==> src/rtl/tt_sweep_pkg.sv <==
// Shared definitions for the truth-table sweeper: FSM encoding and default sizing.
package tt_sweep_pkg;
  localparam int NVARS_DEF  = 5;
  localparam int SETTLE_DEF = 1;

  typedef enum logic [1:0] {
    ST_IDLE  = 2'd0,
    ST_SWEEP = 2'd1,
    ST_DONE  = 2'd2
  } state_t;
endpackage

==> src/rtl/tt_vec_counter.sv <==
// Vector generator: settle counter plus NVARS-bit vector counter with a sample strobe
// and a last-vector flag.
module tt_vec_counter #(
  parameter int NVARS  = 5,
  parameter int SETTLE = 1
) (
  input  logic             clk,
  input  logic             rst_n,
  input  logic             clr,
  input  logic             en,
  output logic [NVARS-1:0] vec,
  output logic             sample,
  output logic             last
);
  localparam int SW = (SETTLE > 1) ? $clog2(SETTLE) : 1;

  logic [SW-1:0] settle;

  assign sample = en && (settle == SW'(SETTLE - 1));
  assign last   = &vec;

  // The vector wraps naturally to 0 after the final sample.
  always_ff @(posedge clk or negedge rst_n) begin
    if (!rst_n) begin
      vec    <= '0;
      settle <= '0;
    end else if (clr) begin
      vec    <= '0;
      settle <= '0;
    end else if (sample) begin
      vec    <= vec + 1'b1;
      settle <= '0;
    end else if (en) begin
      settle <= settle + 1'b1;
    end
  end
endmodule

==> src/rtl/truth_table_sweeper.sv <==
// Exhaustively drives every input vector to a reference and a candidate function and
// reports mismatch count, lowest failing vector and overall pass.
module truth_table_sweeper
  import tt_sweep_pkg::*;
#(
  parameter int NVARS  = NVARS_DEF,
  parameter int SETTLE = SETTLE_DEF
) (
  input  logic             clk,
  input  logic             rst_n,
  input  logic             start,
  input  logic             abort,
  input  logic             ref_out,
  input  logic             cand_out,
  output logic [NVARS-1:0] vec,
  output logic             busy,
  output logic             done,
  output logic [NVARS:0]   mismatch_cnt,
  output logic [NVARS-1:0] first_fail_vec,
  output logic             first_fail_valid,
  output logic             pass
);
  state_t state, state_nxt;
  logic   sample, last, clr, start_acc, mism, sweep_end;
  logic [NVARS:0] cnt_nxt;

  assign start_acc = (state == ST_IDLE) && start;
  assign clr       = start_acc || ((state == ST_SWEEP) && abort);
  // Abort wins over a sample landing on the same edge.
  assign mism      = sample && !abort && (ref_out != cand_out);
  assign sweep_end = sample && last && !abort;
  assign cnt_nxt   = mismatch_cnt + (NVARS+1)'(mism);

  assign busy = (state == ST_SWEEP);
  assign done = (state == ST_DONE);

  tt_vec_counter #(.NVARS(NVARS), .SETTLE(SETTLE)) u_vec (
    .clk    (clk),
    .rst_n  (rst_n),
    .clr    (clr),
    .en     (state == ST_SWEEP),
    .vec    (vec),
    .sample (sample),
    .last   (last)
  );

  always_ff @(posedge clk or negedge rst_n) begin
    if (!rst_n) state <= ST_IDLE;
    else        state <= state_nxt;
  end

  always_comb begin
    state_nxt = state;
    case (state)
      ST_IDLE:  if (start) state_nxt = ST_SWEEP;
      ST_SWEEP: begin
        if (abort)          state_nxt = ST_IDLE;
        else if (sweep_end) state_nxt = ST_DONE;
      end
      ST_DONE:  state_nxt = ST_IDLE;
      default:  state_nxt = ST_IDLE;
    endcase
  end

  always_ff @(posedge clk or negedge rst_n) begin
    if (!rst_n) begin
      mismatch_cnt     <= '0;
      first_fail_vec   <= '0;
      first_fail_valid <= 1'b0;
      pass             <= 1'b0;
    end else if (start_acc) begin
      mismatch_cnt     <= '0;
      first_fail_vec   <= '0;
      first_fail_valid <= 1'b0;
      pass             <= 1'b0;
    end else begin
      if (mism) begin
        mismatch_cnt <= cnt_nxt;
        if (!first_fail_valid) begin
          first_fail_vec   <= vec;
          first_fail_valid <= 1'b1;
        end
      end
      // Pass is decided with the final sample included and held until next start.
      if (sweep_end) pass <= (cnt_nxt == '0);
    end
  end
endmodule

==> config.mk <==
export PLATFORM = sky130hd
export DESIGN_NAME = truth_table_sweeper
export DESIGN_NICKNAME = d
export VERILOG_FILES = /design/src/rtl/tt_sweep_pkg.sv /design/src/rtl/tt_vec_counter.sv /design/src/rtl/truth_table_sweeper.sv
export SDC_FILE = /design/constraint.sdc
export NUM_CORES = 1
export LEC_CHECK = 0
export CAP_MARGIN = 20
export CELL_PAD_IN_SITES_DETAIL_PLACEMENT = 0
export CELL_PAD_IN_SITES_GLOBAL_PLACEMENT = 2
export CORE_ASPECT_RATIO = 1.4
export CORE_MARGIN = 3
export CORE_UTILIZATION = 32
export CTS_BUF_LIST = sky130_fd_sc_hd__clkbuf_4 sky130_fd_sc_hd__clkbuf_8
export CTS_CLUSTER_DIAMETER = 30
export CTS_CLUSTER_SIZE = 30
export DETAILED_ROUTE_END_ITERATION = 16
export PLACE_DENSITY_LB_ADDON = 0.1
export SLEW_MARGIN = 25
export SYNTH_ARGS = -nofsm -noshare
export SYNTH_HDL_FRONTEND = slang
export SYNTH_HIERARCHICAL = 1
export SYNTH_SLANG_ARGS = --single-unit
==> constraint.sdc <==
create_clock -name clk -period 2.8 [get_ports clk]
set_input_delay 0.56 -clock clk [delete_from_list [all_inputs] [get_ports clk]]
set_output_delay 0.56 -clock clk [all_outputs]
set_load 0.005 [all_outputs]
# Word-level counts from Yosys, hierarchy flattened
# Index checks and enable logic that the tools add are counted.
# classes
n_lt_le_gt_ge	0
n_shift	0
div	0
addsub	3
n_reduce_logical	18
bitwise	1
muxes	18
n_mul	0
n_eq_ne	6
# ops
operator	count
5-bit two-way mux	5
6-bit two-way mux	2
1-bit logical AND	7
1-bit two-way mux	7
6-bit by 1-bit adder with 6-bit output	1
6-bit logical NOT	1
2-bit two-way mux	3
2-bit nonzero test	3
5-bit by 1-bit adder with 5-bit output, second input constant	1
5-bit AND reduction	1
2-bit one-hot mux with 2 select lines	1
2-bit AND reduction	2
3-bit inequality test, second input constant	1
3-bit nonzero test	1
2-bit by 1-bit == test with 1-bit output, second input constant	1
2-bit == test, second input constant	1
2-bit logical NOT	1
2-bit by 1-bit inequality test with 1-bit output, second input constant	1
2-bit inequality test, second input constant	1
1-bit adder, second input constant	1
1-bit logical NOT	1
1-bit logical OR	1
1-bit inequality test	1
1-bit inverter	1
# totals
romBits	0
ff_bits	21
out_inout_bits	20
ram_bits	0
word_cells	53
input_bits	6
latch_bits	0
mem_count	0

# Depth between registers and ports, before layout
# logic_depth
word_depth	8
depth_mapped	12

# Cells and area by module
# Netlist, hierarchy kept.
# by_module_without_submodules
module	area_each_um2	n_inst	cells_per_inst
truth_table_sweeper	784.5	1	75
tt_vec_counter	302.8	1	25

# Worst setup path after synthesis
# No wires, ideal clock.
# synth_path
path_kind	flip-flop to flip-flop
startpoint	register state[1]
endpoint	register mismatch_cnt[4]
required_time_ps	2678
n_path_buf	2
period_less_slack_ps	2358
path_stages_with_launch	13
arrival_ps	2236
setup_slack_ps	442
setup_ps	122
cell_sequence	dfrtp_1 nor2b_1 nor2b_4 buf_6 nand2b_4 buf_6 nor2_1 ha_1 ha_1 nand3_1 nor3_1 xnor2_1 nor2_1
# synth_via
elab_chain_len	7
word_cells_on_any_way	10
cone_classes	add/sub (1); eq/ne (1); mux (2); reduce/logical (6)
# synth_lines
item	line_no	source
from (decl)	truth_table_sweeper.sv:23	state_t state, state_nxt;
from (signal assigned)	truth_table_sweeper.sv:49	else state <= state_nxt;
2-bit by 1-bit == test with 1-bit output *	n/a	
named net busy	truth_table_sweeper.sv:16	output logic busy,
1-bit logical AND *	tt_vec_counter.sv:19	assign sample = en && (settle == SW'(SETTLE - 1));
named net sample	truth_table_sweeper.sv:24	logic sample, last, clr, start_acc, mism, sweep_end;
1-bit logical AND * (2 in a row)	truth_table_sweeper.sv:30	assign mism = sample && !abort && (ref_out != cand_out);
6-bit by 1-bit adder with 6-bit output	truth_table_sweeper.sv:32	assign cnt_nxt = mismatch_cnt + (NVARS+1)'(mism);
6-bit two-way mux	truth_table_sweeper.sv:77	if (mism) begin
6-bit two-way mux	truth_table_sweeper.sv:71	end else if (start_acc) begin
to (signal assigned)	truth_table_sweeper.sv:78	mismatch_cnt <= cnt_nxt;
to (decl)	truth_table_sweeper.sv:18	output logic [NVARS:0] mismatch_cnt,
# The timed path passes the listed nets; every way through them passes the cells marked *. The select of a mux whose other input is x is not followed.
# A chain may end at the register's enable or synchronous reset.

# Worst setup path after layout
# layout_path
startpoint	register state[1]
endpoint	register pass
# layout_via
elab_chain_len	8
word_cells_on_any_way	13
cone_classes	add/sub (1); eq/ne (1); mux (2); reduce/logical (9)
# layout_lines
item	line_no	source
2-bit by 1-bit == test with 1-bit output *	truth_table_sweeper.sv:41	.en (state == ST_SWEEP),
1-bit logical AND *	tt_vec_counter.sv:19	
named net sample	truth_table_sweeper.sv:24	
1-bit logical AND (2 in a row)	truth_table_sweeper.sv:30	
6-bit by 1-bit adder with 6-bit output	truth_table_sweeper.sv:32	
6-bit logical NOT	truth_table_sweeper.sv:85	if (sweep_end) pass <= (cnt_nxt == '0);
1-bit two-way mux	truth_table_sweeper.sv:85	
1-bit two-way mux	truth_table_sweeper.sv:71	
to (signal assigned)	truth_table_sweeper.sv:85	
to (decl)	truth_table_sweeper.sv:21	output logic pass
# Marked as above.

==> flow_summary_export.csv <==
group,metric,value,unit
layout,drive_gt1_share,9.231,%
clocking,cts_num_sinks,21,
synth,yosysTopAreaCell,"dfrtp_1",
global_route,grt_pass1_wl,4.119,mm
job,cap_viol_max_count,0,
layout,num-nets-final,141,
critical_path,start_kind,"register",
clocking,cts_tree,"yes",
synth,synth.top_cell.area_share,48.33,%
timing,worstMarginPinSlew,0.3381,ns
layout,seqCellArea,525.5,µm²
layout,synthToLayoutAreaGrowth,32.22,%
clocking,cts.reportedPaths.clkPinSlew,0.07,ns
timing,rsz0062_at_grt,"false",
timing,relSlewSlack,77.39,%
synth,synth-async-reset-ratio,100.0,%
critical_path,crit_chain,"nor2b_1 > nor2b_4 > nand2b_4 > nor2_1 > ha_1 > ha_1 > nand3_1 > xor2_1 > nand4_1 > o21ai_0",
pwr,vdd_drop_max,0.0003331,V
layout,multi_input_comb_area,534.3,µm²
pwr,p_leak,0.6456,nW
outcome,outcome,"completed",
drt,initialDrtViolationCount,8,
clocking,cts-resized-gates,0,
drt,wl_per_cell,13.95,µm
drt,drc,0,
global_route,antenna_found_initial,0,
synth,ys_ff_latch,21,
synth,syn_area,1087,µm²
timing,finalHoldViolations,0,
drt,dr_total_vias,817,
critical_path,max_stage_delay,0.41,ns
synth,ys_warn_count,6,
critical_path,reg2reg_to,"pass",
timing,finClkSkew,0.002605,ns
min_path,hold_depth,1,
placed_design,dp_slack,0.2276,ns
drt,drt-total-wl,2.358,mm
synth,synth.net_count,110,
synth,synth-seq-area-share,48.33,%
clocking,cts-root-buf,"clkbuf_8",
pwr,powerDensity,491.1,nW/µm²
floorplanning,fp.dieW,55.27,µm
synth,synthCells,100,
critical_path,cp_max_fo,8,
clocking,htree_levels,1,
floorplanning,core_region_area,3183,µm²
synth,ys.flop_type,"dfrtp_1",
synth,synthTopCellsByCount,"dfrtp_1, nor2_1, mux2i_1, xnor2_1",
timing,timing.fmax,422.0,MHz
critical_path,cp_data_arrival_time,2.54,ns
critical_path,rr_worst_depth,10,
global_route,gr-total-overflow,0,
timing,finalCritPeriodShare,84.63,%
placed_design,io_buffers,25,
synth,ys_types,25,
timing,fin_crit,2.370,ns
min_path,hold_start,"state[1]",
timing,layout_setup_ws,0.4302,ns
global_route,grt_pass1_vias,854,
layout,fin_util,45.17,%
synth,yosysMostFrequentCell,"dfrtp_1",
clocking,clock_latency,0.25,ns
critical_path,crit_slowest_cell,"dfrtp_1",
clocking,cts_buffers,3,
synth,syn_area_per_cell,10.87,µm²
drt,final_antenna_net_count,0,
synth,synth_edf_count,0,
timing,slew_violations,0,
placed_design,gp_congestion,0.7154,
critical_path,rr_startpoint,"state[1]",
critical_path,cp.required,2.97,ns
floorplanning,ios,26,
critical_path,rrSetupSlack,0.43,ns
drt,first_pass_iters,2,
min_path,holdPathEnd,"state[1]",
timing,finalSetupViolCount,0,
global_route,grt_util_all_layers,12.78,%
layout,fillers,347,
critical_path,setup.worst_path.end_class,"register",
floorplanning,die-height,74.97,µm
min_path,hold_path.class,"reg2reg",
placed_design,dp_hpwl,1.776,mm
synth,synthTopCellsByArea,"dfrtp_1, nor2_1, mux2i_1, xnor2_1, ha_1",
clocking,cts_setup_buffers,0,
global_route,grt_max_degree,22,
clocking,cts.path.max_buffers,2,
layout,n_antenna_cell,0,
drt,vias_per_cell,4.834,
floorplanning,rows,24,
clocking,holdBufCountCts,0,
critical_path,crit_buf_inv,0,
timing,finalSetupTns,0,ns
floorplanning,die-area,4143,µm²
critical_path,cp_common_cell,"ha_1",
floorplanning,start_util,34.16,%
critical_path,path_delay_family,"simple AND/OR/NAND/NOR gates",
critical_path,crit_type,"reg2reg",
-- layout make-up --
class                   count  share of cell area, %
flip-flops and latches     21                  36.55
well taps                  39                  3.394
multi-input cells          76                  37.16
clock buffers               4                  3.394
repair buffers             29                  19.50
-- metrics by stage --
| stage | cell area [µm²] | hold WS, ns | instances | power [mW] |
|---|---|---|---|---|
| 3_5_place_dp | 1389 | 0.4798 | 165 | 0.5083 |
| 3_3_place_gp | 1389 | 0.4704 | 165 | 0.5077 |
| 2_1_floorplan | 1087 | 0.2644 | 100 | 0.4335 |
| 5_1_grt | 1438 | 0.5365 | 169 | 0.7534 |
| 6_report | 1438 | 0.4925 | 169 | 0.7061 |
| 4_1_cts | 1438 | 0.4929 | 169 | 0.7249 |
-- sequential cells by signal (all words and copies together), names as in the netlist --
name              count
state                 2
u_vec/vec             5
u_vec/settle          1
pass                  1
first_fail_valid      1
first_fail_vec        5
mismatch_cnt          6
-- kinds of logic after synthesis --
family / after synthesis / share of synthesized area, %
buffers and inverters: 3 / 2.531
muxes: 8 / 7.480
AOI/OAI and AO/OA: 8 / 4.141
and+or+nand+nor: 45 / 24.05
adders and majority gates: 4 / 4.603
DFF: 21 / 48.33
xor gates and xnor gates: 11 / 8.861
-- worst max-delay path by stage --
stage	end	startpoint	slack, ns	depth (start not counted)
after floorplan	mismatch_cnt[4]	state[1]	0.44	12
after global placement	mismatch_cnt[4]	abort	0.32	9
after detailed placement	pass	abort	0.23	9
after CTS	pass	state[1]	0.40	10
after global routing	pass	state[1]	0.15	9
final	pass	state[1]	0.43	10
-- worst register-to-register path, stage by stage (launching register included) --
cell and delay, ns:
dfrtp_1 0.41, nor2b_1 0.18, nor2b_4 0.31, nand2b_4 0.14, nor2_1 0.24, ha_1 0.24, ha_1 0.21, nand3_1 0.12
xor2_1 0.18, nand4_1 0.10, o21ai_0 0.17
-- power by group --
group / total, mW / internal [mW] / switching [mW]
Combinational: 0.151 / 0.0829 / 0.0685
Sequential: 0.349 / 0.323 / 0.0258
Clock: 0.206 / 0.111 / 0.0951
-- metal layers --
| metal | vias up | wire [µm] | GRT usage [%] |
|---|---|---|---|
| met5 | - | 0 | 0 |
| met4 | 0 | 21 | 5.676 |
| met3 | 2 | 100 | 2.744 |
| met2 | 17 | 1208 | 22.89 |
| met1 | 397 | 1028 | 14.78 |
| li1 | 401 | - | - |
-- placed cells by master, fill, tap and decap left out, types with 4 or more instances in the layout --
master           count
buf_4                4
clkdlybuf4s50_1     25
dfrtp_1             21
ha_1                 4
mux2i_1              7
nor2_1              19
nor3b_1              4
xnor2_1              7
xor2_1               4
(Power assumes the default switching activity.)
